--- src/rtl/bridge_pkg.sv ---
// Shared definitions for the AXI-to-APB bridge: request entry field layout
// and the round-robin arbiter state type.
package bridge_pkg;

    localparam int WR_BIT   = 0;
    localparam int ADDR_LSB = 1;

    function automatic int prot_lsb(input int addrsize);
        return addrsize + 1;
    endfunction

    function automatic int strb_lsb(input int addrsize);
        return addrsize + 4;
    endfunction

    function automatic int data_lsb(input int addrsize, input int datasize);
        return addrsize + 4 + datasize / 8;
    endfunction

    typedef enum logic {
        PRIO_WR = 1'b0,
        PRIO_RD = 1'b1
    } rr_state_t;

endpackage

--- src/rtl/axi_req_arbiter_if.sv ---
// AXI request channels, top-FIFO push side and credit signals of the
// request arbiter, bundled with master (AXI side) and slave (arbiter) views.
interface axi_req_arbiter_if #(
    parameter int DATASIZE        = 32,
    parameter int ADDRSIZE        = 32,
    parameter int MAX_OUTSTANDING = 4
);
    localparam int CNT_W              = $clog2(MAX_OUTSTANDING + 1);
    localparam int TOP_FIFO_DATA_SIZE = DATASIZE + ADDRSIZE + 4 + DATASIZE / 8;

    logic                          aw_valid;
    logic [ADDRSIZE-1:0]           aw_addr;
    logic [2:0]                    aw_prot;
    logic                          aw_ready;
    logic                          w_valid;
    logic [DATASIZE-1:0]           w_data;
    logic [DATASIZE/8-1:0]         w_strb;
    logic                          w_ready;
    logic                          ar_valid;
    logic [ADDRSIZE-1:0]           ar_addr;
    logic [2:0]                    ar_prot;
    logic                          ar_ready;
    logic                          wfull_top;
    logic                          winc_top;
    logic [TOP_FIFO_DATA_SIZE-1:0] conc_data;
    logic                          rsp_done;
    logic [CNT_W-1:0]              outstanding;
    logic                          credit_err;

    modport slave (
        input  aw_valid, aw_addr, aw_prot,
        output aw_ready,
        input  w_valid, w_data, w_strb,
        output w_ready,
        input  ar_valid, ar_addr, ar_prot,
        output ar_ready,
        input  wfull_top,
        output winc_top, conc_data,
        input  rsp_done,
        output outstanding, credit_err
    );

    modport master (
        output aw_valid, aw_addr, aw_prot,
        input  aw_ready,
        output w_valid, w_data, w_strb,
        input  w_ready,
        output ar_valid, ar_addr, ar_prot,
        input  ar_ready,
        output wfull_top,
        input  winc_top, conc_data,
        output rsp_done,
        input  outstanding, credit_err
    );

endinterface

--- src/rtl/req_hold_reg.sv ---
// One-entry valid/data holding register. A load wins over a clear so a
// popped entry can be refilled in the same cycle.
module req_hold_reg #(
    parameter int WIDTH = 8
) (
    input  logic             clk,
    input  logic             rst,
    input  logic             load,
    input  logic             clear,
    input  logic [WIDTH-1:0] d,
    output logic             valid,
    output logic [WIDTH-1:0] q
);

    always_ff @(posedge clk or posedge rst) begin
        if (rst) begin
            valid <= 1'b0;
            q     <= '0;
        end else if (load) begin
            valid <= 1'b1;
            q     <= d;
        end else if (clear) begin
            valid <= 1'b0;
            q     <= '0;
        end
    end

endmodule

--- src/rtl/axi_req_arbiter.sv ---
// AXI request front end: holds AW/W/AR beats, joins AW with W, round-robins
// writes against reads and pushes one packed entry per cycle, credit-limited.
module axi_req_arbiter
    import bridge_pkg::*;
#(
    parameter int  DATASIZE           = 32,
    parameter int  ADDRSIZE           = 32,
    parameter int  MAX_OUTSTANDING    = 4,
    localparam int CNT_W              = $clog2(MAX_OUTSTANDING + 1),
    localparam int TOP_FIFO_DATA_SIZE = DATASIZE + ADDRSIZE + 4 + DATASIZE / 8
) (
    input  logic             AXI_clk,
    input  logic             AXI_rst,
    axi_req_arbiter_if.slave bus
);

    localparam int STRB_W = DATASIZE / 8;
    localparam int A_W    = ADDRSIZE + 3;
    localparam int W_W    = DATASIZE + STRB_W;
    localparam int P_LSB  = prot_lsb(ADDRSIZE);
    localparam int S_LSB  = strb_lsb(ADDRSIZE);
    localparam int D_LSB  = data_lsb(ADDRSIZE, DATASIZE);
    localparam logic [CNT_W-1:0] MAX_CNT = CNT_W'(MAX_OUTSTANDING);

    logic                          aw_hold_v;
    logic                          w_hold_v;
    logic                          ar_hold_v;
    logic [A_W-1:0]                aw_hold_q;
    logic [W_W-1:0]                w_hold_q;
    logic [A_W-1:0]                ar_hold_q;
    logic                          aw_ready;
    logic                          w_ready;
    logic                          ar_ready;
    logic                          wr_req;
    logic                          rd_req;
    logic                          can_push;
    logic                          push_wr;
    logic                          push_rd;
    logic                          winc;
    logic [TOP_FIFO_DATA_SIZE-1:0] conc;
    logic [CNT_W-1:0]              out_cnt;
    logic                          credit_err_q;
    rr_state_t                     rr_state;
    rr_state_t                     rr_next;

    // A full hold still accepts a beat in the cycle its contents are pushed.
    assign aw_ready = !aw_hold_v | push_wr;
    assign w_ready  = !w_hold_v  | push_wr;
    assign ar_ready = !ar_hold_v | push_rd;

    req_hold_reg #(.WIDTH(A_W)) u_aw_hold (
        .clk   (AXI_clk),
        .rst   (AXI_rst),
        .load  (bus.aw_valid & aw_ready),
        .clear (push_wr),
        .d     ({bus.aw_prot, bus.aw_addr}),
        .valid (aw_hold_v),
        .q     (aw_hold_q)
    );

    req_hold_reg #(.WIDTH(W_W)) u_w_hold (
        .clk   (AXI_clk),
        .rst   (AXI_rst),
        .load  (bus.w_valid & w_ready),
        .clear (push_wr),
        .d     ({bus.w_data, bus.w_strb}),
        .valid (w_hold_v),
        .q     (w_hold_q)
    );

    req_hold_reg #(.WIDTH(A_W)) u_ar_hold (
        .clk   (AXI_clk),
        .rst   (AXI_rst),
        .load  (bus.ar_valid & ar_ready),
        .clear (push_rd),
        .d     ({bus.ar_prot, bus.ar_addr}),
        .valid (ar_hold_v),
        .q     (ar_hold_q)
    );

    assign wr_req   = aw_hold_v & w_hold_v;
    assign rd_req   = ar_hold_v;
    assign can_push = !bus.wfull_top & (out_cnt < MAX_CNT);

    always_ff @(posedge AXI_clk or posedge AXI_rst) begin
        if (AXI_rst) begin
            rr_state <= PRIO_WR;
        end else begin
            rr_state <= rr_next;
        end
    end

    // Whichever side is granted, priority moves to the other side.
    always_comb begin
        push_wr = 1'b0;
        push_rd = 1'b0;
        rr_next = rr_state;
        if (can_push) begin
            if (wr_req && (!rd_req || rr_state == PRIO_WR)) begin
                push_wr = 1'b1;
                rr_next = PRIO_RD;
            end else if (rd_req) begin
                push_rd = 1'b1;
                rr_next = PRIO_WR;
            end
        end
    end

    assign winc = push_wr | push_rd;

    always_comb begin
        conc = '0;
        if (push_wr) begin
            conc[WR_BIT]              = 1'b1;
            conc[ADDR_LSB +: ADDRSIZE] = aw_hold_q[ADDRSIZE-1:0];
            conc[P_LSB +: 3]          = aw_hold_q[ADDRSIZE +: 3];
            conc[S_LSB +: STRB_W]     = w_hold_q[STRB_W-1:0];
            conc[D_LSB +: DATASIZE]   = w_hold_q[STRB_W +: DATASIZE];
        end else if (push_rd) begin
            conc[ADDR_LSB +: ADDRSIZE] = ar_hold_q[ADDRSIZE-1:0];
            conc[P_LSB +: 3]          = ar_hold_q[ADDRSIZE +: 3];
        end
    end

    // A completion with nothing in flight is a protocol error, never an underflow.
    always_ff @(posedge AXI_clk or posedge AXI_rst) begin
        if (AXI_rst) begin
            out_cnt      <= '0;
            credit_err_q <= 1'b0;
        end else begin
            if (bus.rsp_done && out_cnt == '0) begin
                credit_err_q <= 1'b1;
            end
            if (winc && !bus.rsp_done) begin
                out_cnt <= out_cnt + CNT_W'(1);
            end else if (!winc && bus.rsp_done && out_cnt != '0) begin
                out_cnt <= out_cnt - CNT_W'(1);
            end
        end
    end

    assign bus.aw_ready    = aw_ready;
    assign bus.w_ready     = w_ready;
    assign bus.ar_ready    = ar_ready;
    assign bus.winc_top    = winc;
    assign bus.conc_data   = conc;
    assign bus.outstanding = out_cnt;
    assign bus.credit_err  = credit_err_q;

endmodule

--- src/flat_wrapper.sv ---
// flat-port wrapper written by rule: the top's interface ports become plain ports
module axi_req_arbiter_flat import bridge_pkg::*;
#(
    parameter int  DATASIZE           = 32,
    parameter int  ADDRSIZE           = 32,
    parameter int  MAX_OUTSTANDING    = 4,
    localparam int CNT_W              = $clog2(MAX_OUTSTANDING + 1),
    localparam int TOP_FIFO_DATA_SIZE = DATASIZE + ADDRSIZE + 4 + DATASIZE / 8
)
  (AXI_clk, AXI_rst, bus_aw_valid, bus_aw_addr, bus_aw_prot, bus_aw_ready, bus_w_valid, bus_w_data, bus_w_strb, bus_w_ready, bus_ar_valid, bus_ar_addr, bus_ar_prot, bus_ar_ready, bus_wfull_top, bus_winc_top, bus_conc_data, bus_rsp_done, bus_outstanding, bus_credit_err);
  axi_req_arbiter_if #(.DATASIZE(DATASIZE), .ADDRSIZE(ADDRSIZE), .MAX_OUTSTANDING(MAX_OUTSTANDING)) bus_i ();
  input  logic AXI_clk;
  input  logic AXI_rst;
  input wire logic [$bits(bus_i.aw_valid)-1:0] bus_aw_valid;
  input wire logic [$bits(bus_i.aw_addr)-1:0] bus_aw_addr;
  input wire logic [$bits(bus_i.aw_prot)-1:0] bus_aw_prot;
  output wire logic [$bits(bus_i.aw_ready)-1:0] bus_aw_ready;
  input wire logic [$bits(bus_i.w_valid)-1:0] bus_w_valid;
  input wire logic [$bits(bus_i.w_data)-1:0] bus_w_data;
  input wire logic [$bits(bus_i.w_strb)-1:0] bus_w_strb;
  output wire logic [$bits(bus_i.w_ready)-1:0] bus_w_ready;
  input wire logic [$bits(bus_i.ar_valid)-1:0] bus_ar_valid;
  input wire logic [$bits(bus_i.ar_addr)-1:0] bus_ar_addr;
  input wire logic [$bits(bus_i.ar_prot)-1:0] bus_ar_prot;
  output wire logic [$bits(bus_i.ar_ready)-1:0] bus_ar_ready;
  input wire logic [$bits(bus_i.wfull_top)-1:0] bus_wfull_top;
  output wire logic [$bits(bus_i.winc_top)-1:0] bus_winc_top;
  output wire logic [$bits(bus_i.conc_data)-1:0] bus_conc_data;
  input wire logic [$bits(bus_i.rsp_done)-1:0] bus_rsp_done;
  output wire logic [$bits(bus_i.outstanding)-1:0] bus_outstanding;
  output wire logic [$bits(bus_i.credit_err)-1:0] bus_credit_err;
  assign bus_i.aw_valid = bus_aw_valid;
  assign bus_i.aw_addr = bus_aw_addr;
  assign bus_i.aw_prot = bus_aw_prot;
  assign bus_aw_ready = bus_i.aw_ready;
  assign bus_i.w_valid = bus_w_valid;
  assign bus_i.w_data = bus_w_data;
  assign bus_i.w_strb = bus_w_strb;
  assign bus_w_ready = bus_i.w_ready;
  assign bus_i.ar_valid = bus_ar_valid;
  assign bus_i.ar_addr = bus_ar_addr;
  assign bus_i.ar_prot = bus_ar_prot;
  assign bus_ar_ready = bus_i.ar_ready;
  assign bus_i.wfull_top = bus_wfull_top;
  assign bus_winc_top = bus_i.winc_top;
  assign bus_conc_data = bus_i.conc_data;
  assign bus_i.rsp_done = bus_rsp_done;
  assign bus_outstanding = bus_i.outstanding;
  assign bus_credit_err = bus_i.credit_err;
  axi_req_arbiter #(.DATASIZE(DATASIZE), .ADDRSIZE(ADDRSIZE), .MAX_OUTSTANDING(MAX_OUTSTANDING)) u_core (.AXI_clk(AXI_clk), .AXI_rst(AXI_rst), .bus(bus_i));
endmodule
--- config.mk ---
export PLATFORM = sky130hd
export DESIGN_NAME = axi_req_arbiter_flat
export DESIGN_NICKNAME = d
export VERILOG_FILES = /design/src/rtl/bridge_pkg.sv /design/src/rtl/axi_req_arbiter_if.sv /design/src/rtl/req_hold_reg.sv /design/src/rtl/axi_req_arbiter.sv /design/src/flat_wrapper.sv
export SDC_FILE = /design/constraint.sdc
export NUM_CORES = 1
export LEC_CHECK = 0
export BUFFER_PORTS_ARGS = -buffer_cell sky130_fd_sc_hd__buf_2
export CAP_MARGIN = 0
export CORE_MARGIN = 2
export CORE_UTILIZATION = 30
export DETAILED_ROUTE_END_ITERATION = 8
export GPL_TIMING_DRIVEN = 0
export SLEW_MARGIN = 20
export SYNTH_ARGS = -nofsm -noshare
export SYNTH_HDL_FRONTEND = slang
export SYNTH_SLANG_ARGS = --single-unit
export TNS_END_PERCENT = 1
--- constraint.sdc ---
create_clock -name AXI_clk -period 4.2 [get_ports AXI_clk]
set_input_delay 0 -clock AXI_clk [delete_from_list [all_inputs] [get_ports AXI_clk]]
set_output_delay 0 -clock AXI_clk [all_outputs]
set_load 0.05 [all_outputs]
==> metrics <==
XOR/XNOR share of the synthesized area 0%; Ys Warns 0; Mapped Nets between 500 and 600; max-cap viol count 0; Root Driver clkbuf_16; Final setup viols 0; vias in the first global route 5267; clock skew about 13 ps; clock-pin slew on the worst setup and hold paths about 50 ps; fin crit period approximately 2400 ps; Inserted Diodes 0; largest family of logic cells by synthesized area compound AO/OA/AOI/OAI gates; DRC errors left 0; die width approximately 130 um; initial antenna violation count 0; area delta synth->final 58.3%; Cell Rows 47; CP Max Fanout 10; peak supply drop 0.000320 V; Via Count between 4000 and 5000; Overall Global Routing Usage about a fifth; Worst EP arrival about 2400 ps; Lkg Pwr ~0.0040 uW; Req. time, crit path roughly 4200 ps; DRT antenna net count 0; Seq/Total Area, Yosys between 50% and 60%; layout cells sized above 1 between 30 and 40%; Max H-tree Level 4; final core occ approximately half; final setup margin 1830 ps; Die H 135 um; Primary FF master, synth dfrtp_1; Synth cell types just over 40; CP Capture Type output port; placed cell areas 6390 sq um; TritonCTS clock tree yes; Hold Crit Class in -> reg; remaining global-route overflow 0; Compound-Gate Fraction of Synth Area between 30% and 40%; Rel. slew slack a little under 60%; area of the die approximately 18000 sq um; cell area after synthesis around 5100 sq um; adder-cell share of the synthesized area less than 1%; Layout Nets 824; placed cells between 800 and 900; Post-Synth Simple-Gate Area roughly 6.7%; First-pass DRT Iterations 5; RSZ-0062 raised after global routing false; CTS sink count 114; 1st-iter DRT viols between 200 and 250; Vias/cell between 5 and 6; setup_tns 0 ps; number of buffers created by CTS 17; register bit total from synthesis ~110; number of flops mapped to enable cells by yosys 0; Slew @ Worst Pin 612 ps; Final Hold Fails 0; status finished, final reports clean; post-place setup slack around 2100 ps; # port buffers 190; HPWL Detailed ~12 mm; Final Instance Count excl. Fillers roughly 940; Pwr Density just under 700 nW/um^2; post-synthesis mux area share 0%; kind of critical path reg -> out; I/O pin total roughly 190; gpl congestion 0.808; critical path startpoint category flip-flop; Final Cell Area around 8100 sq um; Post-CTS Resized 0; Syn Area/Cell 13.1 sq um; WL final 17.0 mm; most common cell after layout, fill and taps aside buf_2; clock latency on the worst-skew pair a little over 400 ps; first-pass GRT wire length around 27 mm; Mapped Cells between 300 and 400; clk buf depth 2; Initial Utilization between 30 and 40%; Max Fclk about 420 MHz; most frequent cells in the layout buf_2 (205), dfrtp_1 (114), dlygate4sd3_1 (109), a32o_1 (106), and3_1 (37); Async SR Flop Fraction between 90% and 100%; Tcrit/Tclk final between 50% and 60%; Final Slew Violations 0; pin count of the biggest net entering global routing ~80; WL per Instance between 15 and 20 um; core footprint ~17000 sq um
## cells by family (layout without fill, tap and decap cells)
logic type,Yosys count,after routing
adders and majority gates,1,1
buffers and inverters,57,389
and+or+nand+nor,56,56
AOI/OAI and AO/OA,163,163
DFF,114,114
## state kept, by name (all words and copies together) (netlist names)
register                flops
u_core.u_ar_hold.valid      1
u_core.rr_state             1
u_core.bus.outstanding      3
u_core.u_ar_hold.q         35
u_core.u_aw_hold.q         35
u_core.u_w_hold.valid       1
u_core.u_aw_hold.valid      1
u_core.bus.credit_err       1
u_core.u_w_hold.q          36
## metal layers
metal	global-route usage (%)	vias up	routed length (um)
li1	-	2253	-
met1	22.8	2473	7110
met2	32.3	227	8210
met3	5.74	21	1370
met4	7.08	0	288
met5	0	-	0
## stage by stage
| step | power [uW] | hold slack, ps |
|---|---|---|
| 6_report | 5640 | 102 |
| 5_1_grt | 5960 | 126 |
| 4_1_cts | 5670 | 114 |
| 3_5_place_dp | 4010 | 15.8 |
| 3_3_place_gp | 3930 | 253 |
| 2_1_floorplan | 3440 | 170 |
## critical path, cell delays in order (launching register included)
cell     delay [ps]
dfrtp_1         370
buf_2           170
a211o_1         330
nor2_4          290
buf_2           330
a22o_1          160
buf_2           280
## final timing paths
path                                                          to  depth (start not counted)                                  start  slack (ps)
setup / recovery                               bus_conc_data[27]                          6  u_core.bus.outstanding[2]$_DFFE_PP0P_        1830
hold / removal                u_core.u_ar_hold.valid$_DFFE_PP0P_                          2                           bus_ar_valid         100
setup reg to reg           u_core.bus.outstanding[2]$_DFFE_PP0P_                          9  u_core.bus.outstanding[2]$_DFFE_PP0P_        2100
hold reg to reg                u_core.bus.credit_err$_DFFE_PP0P_                          2      u_core.bus.credit_err$_DFFE_PP0P_         460
max in group asynchronous     u_core.u_aw_hold.valid$_DFFE_PP0P_                          4                                AXI_rst        3370
min in group asynchronous      u_core.u_w_hold.q[24]$_DFFE_PP0P_                          3                                AXI_rst         140
## power by group
part           total [uW]  switching (uW)  internal (uW)
Combinational        2200            1310            890
Clock                1560             521           1040
Sequential           1880             291           1590
## cell usage after synthesis, types with 2 or more instances
library cell | n | share of area, %
inv_1 | 7 | 0.51
nor2_1 | 2 | 0.15
nand2b_1 | 3 | 0.37
a21oi_1 | 2 | 0.19
a32o_1 | 106 | 21
a22o_1 | 35 | 6.0
nor2b_1 | 2 | 0.24
and3_1 | 37 | 4.5
nand2_1 | 4 | 0.29
dfrtp_1 | 114 | 56
buf_4 | 4 | 0.58
o21ai_0 | 3 | 0.29
a21o_1 | 2 | 0.29
buf_1 | 2 | 0.15
buf_6 | 13 | 2.9
clkbuf_1 | 16 | 1.2
buf_2 | 15 | 1.5
## timing repair
action                                  4_1_cts  5_1_grt
hold buffers                                109        0
hold endpoints to repair                    207        0
buffers inserted                              0        0
endpoints found under the setup margin        0        0
## area by class of cell
type	instances	area, sq um
Clock buffer	20	467
Tap cell	220	275
Timing Repair Buffer	300	2070
Inverter	7	31.3
Buffer	50	319
Clock inverter	12	179
Sequential cell	114	2850
Fill cell	1465	8510
Multi-Input combinational cell	220	1940
Power figures use the tool's default switching activity.
